<file path="config.mk">
export PLATFORM = sky130hd
export DESIGN_NAME = regfile_scoreboard_flat
export DESIGN_NICKNAME = d
export VERILOG_FILES = /design/src/rtl/regfile_scoreboard_if.sv /design/src/rtl/regfile_scoreboard.sv /design/src/flat_wrapper.sv
export SDC_FILE = /design/constraint.sdc
export NUM_CORES = 2
export LEC_CHECK = 0
export ABC_AREA = 1
export CAP_MARGIN = 20
export CORE_ASPECT_RATIO = 0.75
export CORE_MARGIN = 2
export CORE_UTILIZATION = 25
export CTS_CLUSTER_DIAMETER = 150
export CTS_CLUSTER_SIZE = 12
export DETAILED_ROUTE_END_ITERATION = 8
export DONT_BUFFER_PORTS = 1
export SYNTH_ARGS = -nofsm -noshare
export SYNTH_HDL_FRONTEND = slang
export SYNTH_SLANG_ARGS = --single-unit
</file>
<file path="constraint.sdc">
create_clock -name clk -period 53.3 [get_ports clk]
set_input_delay 10.66 -clock clk [delete_from_list [all_inputs] [get_ports clk]]
set_output_delay 10.66 -clock clk [all_outputs]
set_load 0.01 [all_outputs]
</file>
<file path="src/rtl/regfile_scoreboard_if.sv">
// Decode/writeback bundle for the scoreboarded register file: two read ports,
// one writeback port and one issue port.
interface regfile_scoreboard_if #(
  parameter int DATA_WIDTH = 32,
  parameter int ADDR_WIDTH = 5
);
  logic [ADDR_WIDTH-1:0] readRegister1;
  logic [ADDR_WIDTH-1:0] readRegister2;
  logic [DATA_WIDTH-1:0] readData1;
  logic [DATA_WIDTH-1:0] readData2;
  logic                  busy1;
  logic                  busy2;
  logic                  regWrite;
  logic [ADDR_WIDTH-1:0] writeRegister;
  logic [DATA_WIDTH-1:0] writeData;
  logic                  issueValid;
  logic [ADDR_WIDTH-1:0] issueRegister;
  logic                  issueReady;
  logic [ADDR_WIDTH:0]   pendingCount;

  // Pipeline side: decode drives read/issue indices, writeback drives the write port.
  modport master (
    output readRegister1, readRegister2, regWrite, writeRegister, writeData,
           issueValid, issueRegister,
    input  readData1, readData2, busy1, busy2, issueReady, pendingCount
  );

  modport slave (
    input  readRegister1, readRegister2, regWrite, writeRegister, writeData,
           issueValid, issueRegister,
    output readData1, readData2, busy1, busy2, issueReady, pendingCount
  );
endinterface

</file>
<file path="src/rtl/regfile_scoreboard.sv">
// Parametrised register file with write-to-read bypass, optional hardwired zero
// register and a per-register busy scoreboard for RAW/WAW hazard detection.
module regfile_scoreboard #(
  parameter int DATA_WIDTH = 32,
  parameter int ADDR_WIDTH = 5,
  parameter int ZERO_REG   = 1,
  parameter int BYPASS     = 1
) (
  input  logic                 clk,
  input  logic                 reset,
  regfile_scoreboard_if.slave  rf
);
  localparam int DEPTH = 1 << ADDR_WIDTH;

  logic [DATA_WIDTH-1:0] regs_q [DEPTH];
  logic [DEPTH-1:0]      busy_q, busy_d;
  logic [ADDR_WIDTH:0]   pendingCount_q, pendingCount_d;

  logic                  writeEnable;
  logic                  accept;
  logic                  setsNewBit;
  logic                  clearsOldBit;
  logic                  bypassHit1, bypassHit2;
  logic [DATA_WIDTH-1:0] readData1, readData2;
  logic                  busy1, busy2;
  logic                  issueReady;

  function automatic logic isZeroReg(input logic [ADDR_WIDTH-1:0] addr);
    return (ZERO_REG != 0) && (addr == '0);
  endfunction

  assign writeEnable = rf.regWrite && !isZeroReg(rf.writeRegister);

  always_ff @(posedge clk or posedge reset) begin
    if (reset) begin
      for (int i = 0; i < DEPTH; i++) begin
        regs_q[i] <= '0;
      end
    end else if (writeEnable) begin
      regs_q[rf.writeRegister] <= rf.writeData;
    end
  end

  // A same-cycle writeback hides both the stale data and the busy bit it is about to clear.
  always_comb begin
    bypassHit1 = 1'b0;
    bypassHit2 = 1'b0;
    readData1  = regs_q[rf.readRegister1];
    readData2  = regs_q[rf.readRegister2];
    busy1      = busy_q[rf.readRegister1];
    busy2      = busy_q[rf.readRegister2];

    if (BYPASS != 0) begin
      bypassHit1 = writeEnable && (rf.writeRegister == rf.readRegister1);
      bypassHit2 = writeEnable && (rf.writeRegister == rf.readRegister2);
    end

    if (bypassHit1) begin
      readData1 = rf.writeData;
      busy1     = 1'b0;
    end
    if (bypassHit2) begin
      readData2 = rf.writeData;
      busy2     = 1'b0;
    end

    if (isZeroReg(rf.readRegister1)) begin
      readData1 = '0;
      busy1     = 1'b0;
    end
    if (isZeroReg(rf.readRegister2)) begin
      readData2 = '0;
      busy2     = 1'b0;
    end
  end

  // A writeback retiring the destination in the same cycle lets a WAW issue through.
  always_comb begin
    issueReady = !busy_q[rf.issueRegister] ||
                 (rf.regWrite && (rf.writeRegister == rf.issueRegister)) ||
                 isZeroReg(rf.issueRegister);
    accept     = rf.issueValid && issueReady && !isZeroReg(rf.issueRegister);
  end

  // Clear first so that a simultaneous set on the same index wins.
  always_comb begin
    busy_d = busy_q;
    if (rf.regWrite) begin
      busy_d[rf.writeRegister] = 1'b0;
    end
    if (accept) begin
      busy_d[rf.issueRegister] = 1'b1;
    end
  end

  always_comb begin
    setsNewBit     = accept && !busy_q[rf.issueRegister];
    clearsOldBit   = rf.regWrite && busy_q[rf.writeRegister] &&
                     !(accept && (rf.issueRegister == rf.writeRegister));
    pendingCount_d = pendingCount_q;
    if (setsNewBit && !clearsOldBit) begin
      pendingCount_d = pendingCount_q + (ADDR_WIDTH+1)'(1);
    end else if (clearsOldBit && !setsNewBit) begin
      pendingCount_d = pendingCount_q - (ADDR_WIDTH+1)'(1);
    end
  end

  always_ff @(posedge clk or posedge reset) begin
    if (reset) begin
      busy_q         <= '0;
      pendingCount_q <= '0;
    end else begin
      busy_q         <= busy_d;
      pendingCount_q <= pendingCount_d;
    end
  end

  assign rf.readData1    = readData1;
  assign rf.readData2    = readData2;
  assign rf.busy1        = busy1;
  assign rf.busy2        = busy2;
  assign rf.issueReady   = issueReady;
  assign rf.pendingCount = pendingCount_q;
endmodule

</file>
<file path="src/flat_wrapper.sv">
// flat-port wrapper written by rule: the top's interface ports become plain ports
module regfile_scoreboard_flat 
#(
  parameter int DATA_WIDTH = 32,
  parameter int ADDR_WIDTH = 5,
  parameter int ZERO_REG   = 1,
  parameter int BYPASS     = 1
)
  (clk, reset, rf_readRegister1, rf_readRegister2, rf_regWrite, rf_writeRegister, rf_writeData, rf_issueValid, rf_issueRegister, rf_readData1, rf_readData2, rf_busy1, rf_busy2, rf_issueReady, rf_pendingCount);
  regfile_scoreboard_if #(.DATA_WIDTH(DATA_WIDTH), .ADDR_WIDTH(ADDR_WIDTH)) rf_i ();
  input  logic clk;
  input  logic reset;
  input wire logic [$bits(rf_i.readRegister1)-1:0] rf_readRegister1;
  input wire logic [$bits(rf_i.readRegister2)-1:0] rf_readRegister2;
  input wire logic [$bits(rf_i.regWrite)-1:0] rf_regWrite;
  input wire logic [$bits(rf_i.writeRegister)-1:0] rf_writeRegister;
  input wire logic [$bits(rf_i.writeData)-1:0] rf_writeData;
  input wire logic [$bits(rf_i.issueValid)-1:0] rf_issueValid;
  input wire logic [$bits(rf_i.issueRegister)-1:0] rf_issueRegister;
  output wire logic [$bits(rf_i.readData1)-1:0] rf_readData1;
  output wire logic [$bits(rf_i.readData2)-1:0] rf_readData2;
  output wire logic [$bits(rf_i.busy1)-1:0] rf_busy1;
  output wire logic [$bits(rf_i.busy2)-1:0] rf_busy2;
  output wire logic [$bits(rf_i.issueReady)-1:0] rf_issueReady;
  output wire logic [$bits(rf_i.pendingCount)-1:0] rf_pendingCount;
  assign rf_i.readRegister1 = rf_readRegister1;
  assign rf_i.readRegister2 = rf_readRegister2;
  assign rf_i.regWrite = rf_regWrite;
  assign rf_i.writeRegister = rf_writeRegister;
  assign rf_i.writeData = rf_writeData;
  assign rf_i.issueValid = rf_issueValid;
  assign rf_i.issueRegister = rf_issueRegister;
  assign rf_readData1 = rf_i.readData1;
  assign rf_readData2 = rf_i.readData2;
  assign rf_busy1 = rf_i.busy1;
  assign rf_busy2 = rf_i.busy2;
  assign rf_issueReady = rf_i.issueReady;
  assign rf_pendingCount = rf_i.pendingCount;
  regfile_scoreboard #(.DATA_WIDTH(DATA_WIDTH), .ADDR_WIDTH(ADDR_WIDTH), .ZERO_REG(ZERO_REG), .BYPASS(BYPASS)) u_core (.clk(clk), .reset(reset), .rf(rf_i));
endmodule
</file>
## Word-level counts from Yosys, hierarchy flattened

Index checks and enable logic that the tools add are counted.

- Output and inout bits: 73
- Memory bits (writable): 0
- Word-level logic and storage cells: 117
- Bits in latches: 0
- Register bits: 1062
- Bits in read-only memories: 0
- Input port bits: 56
- Memories: 0

- Magnitude comparators: 10
- Eq/ne operators: 4
- Muxes and demuxes: 33
- Reductions and logical operators: 28
- $mul: 0
- Bitwise operators: 6
- Shifts and indexed selects: 0
- Div/mod/pow operators: 0
- Add/sub/neg operators: 2

Operators by type and width:

| operator | count |
|---|---|
| $bwmux W1024 | 1 |
| $mux W32 | 11 |
| $bmux W32 S5 | 2 |
| $demux W32 S5 | 1 |
| $and A32 B32 Y32 | 1 |
| $not A32 Y32 | 1 |
| $or A32 B32 Y32 | 1 |
| $lt A5 B6 Y1 const B | 4 |
| $bmux W1 S5 | 4 |
| $eq A5 B5 Y1 | 4 |
| $logic_not A5 Y1 | 4 |
| $ge A6 B6 Y1 const B | 3 |
| $not A5 Y6 | 3 |
| $logic_and A1 B1 Y1 | 15 |
| $mux W6 | 2 |
| $demux W1 S5 | 2 |
| $ge A5 B1 Y1 const B | 2 |
| $mux W1 | 10 |
| $add A6 B1 Y6 const B | 1 |
| $logic_not A1 Y1 | 6 |
| $lt A6 B1 Y1 const B | 1 |
| $sub A6 B1 Y6 const B | 1 |
| $logic_or A1 B1 Y1 | 2 |
| $reduce_bool A2 Y1 | 1 |

## Logic depth before layout (Yosys ltp)

- Depth in word-level cells: 13
- Gate-level depth with buffers: 23
- Mapped depth without buffers: 22

## Least setup slack after synthesis

OpenSTA, ideal clock, no wires.

- Path kind: input to output
- Start point: input rf_writeRegister[2]
- End point: output rf_busy1
- Path buffers: 2
- Setup slack: 30.703 ns
- Required time: 42.640 ns
- Stages: 11
- Arrival: 11.937 ns
- Cell sequence: buf_4 nor3_4 inv_2 o21ai_2 inv_2 nand2_2 inv_2 nor2_8 buf_6 nand2_1 nor2_1

- Word-level cells in the longest chain between the ends: 6
- Elaborated cells between the ends (all ways): 7
- Those cells by class: eq/ne: 1; mux: 2; reduce/logical: 4

Ends and longest elaborated chain:

| what | line | text |
|---|---|---|
| start, declared | flat_wrapper.sv:16 | `input wire logic [$bits(rf_i.writeRegister)-1:0] rf_writeRegister;` |
| $logic_not A5 Y1 | regfile_scoreboard.sv:29 | `return (ZERO_REG != 0) && (addr == '0);` |
| $logic_not A1 Y1 | regfile_scoreboard.sv:32 | `assign writeEnable = rf.regWrite && !isZeroReg(rf.writeRegister);` |
| $logic_and A1 B1 Y1 | regfile_scoreboard.sv:32 |  |
| $logic_and A1 B1 Y1 * | regfile_scoreboard.sv:54 | `bypassHit1 = writeEnable && (rf.writeRegister == rf.readRegister1);` |
| $mux W1 * | regfile_scoreboard.sv:58 | `if (bypassHit1) begin` |
| $mux W1 * | regfile_scoreboard.sv:67 | `if (isZeroReg(rf.readRegister1)) begin` |
| end, declared | flat_wrapper.sv:22 | `output wire logic [$bits(rf_i.busy1)-1:0] rf_busy1;` |

Every way passes the cells marked *; elsewhere a longest branch is shown, timed or not.

## Worst setup path after layout

- Start point: input rf_readRegister2[0]
- End point: output rf_readData2[8]

- Word-level cells in the longest chain between the ends: 6
- Elaborated cells between the ends (all ways): 9
- Those cells by class: eq/ne: 1; mux: 5; bitwise: 1; reduce/logical: 2

Ends and longest elaborated chain:

| what | line | text |
|---|---|---|
| start, declared | flat_wrapper.sv:14 | `input wire logic [$bits(rf_i.readRegister2)-1:0] rf_readRegister2;` |
| $not A5 Y6 (not written as such) | regfile_scoreboard.sv:49 | `readData2 = regs_q[rf.readRegister2];` |
| $bmux W32 S5 | regfile_scoreboard.sv:49 |  |
| $mux W32 (not written as such) (2 in a row) | regfile_scoreboard.sv:49 |  |
| $mux W32 | regfile_scoreboard.sv:62 | `if (bypassHit2) begin` |
| $mux W32 * | regfile_scoreboard.sv:71 | `if (isZeroReg(rf.readRegister2)) begin` |
| end, declared | flat_wrapper.sv:21 | `output wire logic [$bits(rf_i.readData2)-1:0] rf_readData2;` |

Every way passes the cells marked *; elsewhere a longest branch is shown, timed or not. The select of a mux whose other input is x is not followed.

==> summary.txt <==
vias in the first global route - 52700
Sum Neg Setup Slack - 0 ns
Post-CTS Setup Bufs - 0
RSZ-0062 raised after global routing - no
Syn. warnings - 0
Yosys top cell area share - 44.3%
gpl congestion - 0.874
CTS root buf - clkbuf_16
status - finished, violations left
Die Span Y - 428 um
first-pass GRT wire length - 347000 um
Chip Width - 570 um
Max Slew Vio Count - 1052
Async S/R FF share, synth - 100%
Post-Syn Nets - 8274
Hold Vio Cnt, Final - 0
post-CTS resize count - 0
PwrDens - 33.7 mW/mm^2
worst clock skew - 0.0196 ns
GR Overflow Total - 0
Initial Utilization - 25.2%
synth unique cells - 33
sequential-to-total area share from yosys stat - 44.3%
Final Cycle Share - 51.8%
area leader, netlist - dfrtp_1
drt total wl - 232000 um
most common cell in the netlist - nand2_1
FMAX - 36.2 MHz
fillcell total - 25800
Pre-antenna DRT Iters - 7
top cells by area, synth - dfrtp_1, nand2_1, o21ai_0
clock buffer depth - 3
initial antenna violation count - 4
Post-Syn Area - 0.0600 sq mm
initial detailed-routing violation count - 7786
ys flop type - dfrtp_1
# DRC - 0
pre-CTS WS - 28.99 ns
CP startpoint kind - input port
CTS tree - done
GRT Total Usage - 18.4%
share of cells above drive strength 1 - 3.35%
worst slew pin tran - 5.39 ns
fin crit period - 27.63 ns
total CTS buffers - 98
failing checks - max-slew violations
CP max FO - 1016
final setup violation count - 0
Die ar. - 0.244 sq mm
PnR worst setup slack - 25.67 ns
Min-Delay Path Class - reg2reg
number of vias per cell - 5.33
core box area - 0.238 sq mm
Post-synth top cells - nand2_1, o21ai_0, dfrtp_1, nand3_1, inv_1
Worst EP arrival - 16.97 ns
worst skew pair latency - 0.74 ns
Vias - 57100
cells after synthesis - 8211
clk slew on worst S/H paths - 0.06 ns
Max-cap violations - 0
I/O pins - 129
largest net degree at the start of global routing - 1017
Worst Path Class, Setup - in2out
Slew HR - -260%
hold_buf cts - 0
Post-Syn Area per Cell - 7.31 sq um
Peak supply drop - 0.0234 mV
I/O Buffers - 0
area delta synth->final - 6.23%
P_leak - 0.0277 uW
Final nets - 7629
Crit. End Element - output port
clock sinks - 1062
Max H-tree Level - 3
# rows - 155
#FFs+latches synth - 1062
Post-DRT Antenna Nets - 0
Crit path required time - 42.64 ns
dpl hpwl - 118000 um
Post-synth EDFFs - 0
detail-routed net length per standard cell - 21.6 um
-- routing by layer --
| layer | vias to the layer above | track usage [%] | routed length [um] |
|---|---|---|---|
| met1 | 27300 | 24.2 | 94800 |
| met3 | 522 | 3.52 | 22900 |
| met5 | - | 0 | 0 |
| met4 | 0 | 8.83 | 11700 |
| li1 | 26200 | - | - |
| met2 | 3057 | 29.0 | 102000 |
-- cell families after synthesis --
logic type,Yosys count,share of synthesized area [%]
xor gates and xnor gates,11,0.161
buffers and inverters,1419,9.68
and+or+nand+nor,3259,22.9
DFF,1062,44.3
adders and majority gates,7,0.159
AOI/OAI and AO/OA,2453,22.8
-- worst paths after layout --
kind,start,end,slack [ns],cells past startpoint
hold reg to reg,u_core.regs_q[1013]$_DFFE_PP0P_,u_core.regs_q[1013]$_DFFE_PP0P_,0.39,0
setup / recovery,rf_readRegister2[0],rf_readData2[8],25.67,8
setup reg to reg,u_core.busy_q[3]$_DFF_PP0_,u_core.rf.pendingCount[5]$_DFFE_PP0P_,50.42,21
min in group asynchronous,reset,u_core.regs_q[840]$_DFFE_PP0P_,9.95,1
max in group asynchronous,reset,u_core.regs_q[509]$_DFFE_PP0P_,40.14,4
hold / removal,u_core.regs_q[1013]$_DFFE_PP0P_,u_core.regs_q[1013]$_DFFE_PP0P_,0.39,0
-- sequential cells by signal, indices dropped and copies added, names as in the netlist --
signal / flops
u_core.regs_q: 1024
u_core.rf.pendingCount: 6
u_core.busy_q: 32
-- through the flow --
stage	hold slack, ns	area [sq um]	util [%]	cells	power (uW)
after global routing	0.402	63700	26.8	10700	2270
after CTS	0.394	63600	26.7	10700	2140
after global placement	0.375	61000	25.6	10600	1470
after detailed placement	0.380	61000	25.6	10600	1490
after floorplan	0.440	60000	-	8211	1420
final	0.389	63700	26.8	10700	2150
-- layout by cell type (no fill, tap or decap), types with 28 or more instances in the layout --
cell type	Yosys	final
inv_1	581	569
nand2_1	2050	2030
a21oi_1	467	467
o21ai_0	1371	1371
o21ai_1	47	47
dfrtp_1	1062	1062
nand3_1	1048	1048
inv_2	21	28
o211ai_1	547	547
buf_4	36	64
nor2_1	125	125
clkbuf_16	0	101
-- cell type report --
cell class,instances,area (sq um),area share (%)
clock buffers,101,2530,3.97
diodes,2,5.00,0.00785
repair buffers,70,638,1.00
inverters,604,2290,3.59
flip-flops and latches,1062,26600,41.7
well taps,3140,3930,6.17
multi-input cells,5730,27700,43.5
clock inverters,5,66.3,0.104
-- worst max-delay path, stage by stage --
cell and delay, ns:
xnor2_1 1.44, nand2_1 0.16, nor3_2 0.46, nand2_1 0.26
inv_2 0.59, buf_4 0.52, nand2_1 0.11, nand2_1 0.24
-- power breakdown --
group / total, uW / internal [uW] / switching [uW]
Clock: 650 / 334 / 317
Sequential: 1060 / 963 / 100
Combinational: 437 / 163 / 274
Total: 2150 / 1460 / 691
(Power assumes the default switching activity.)
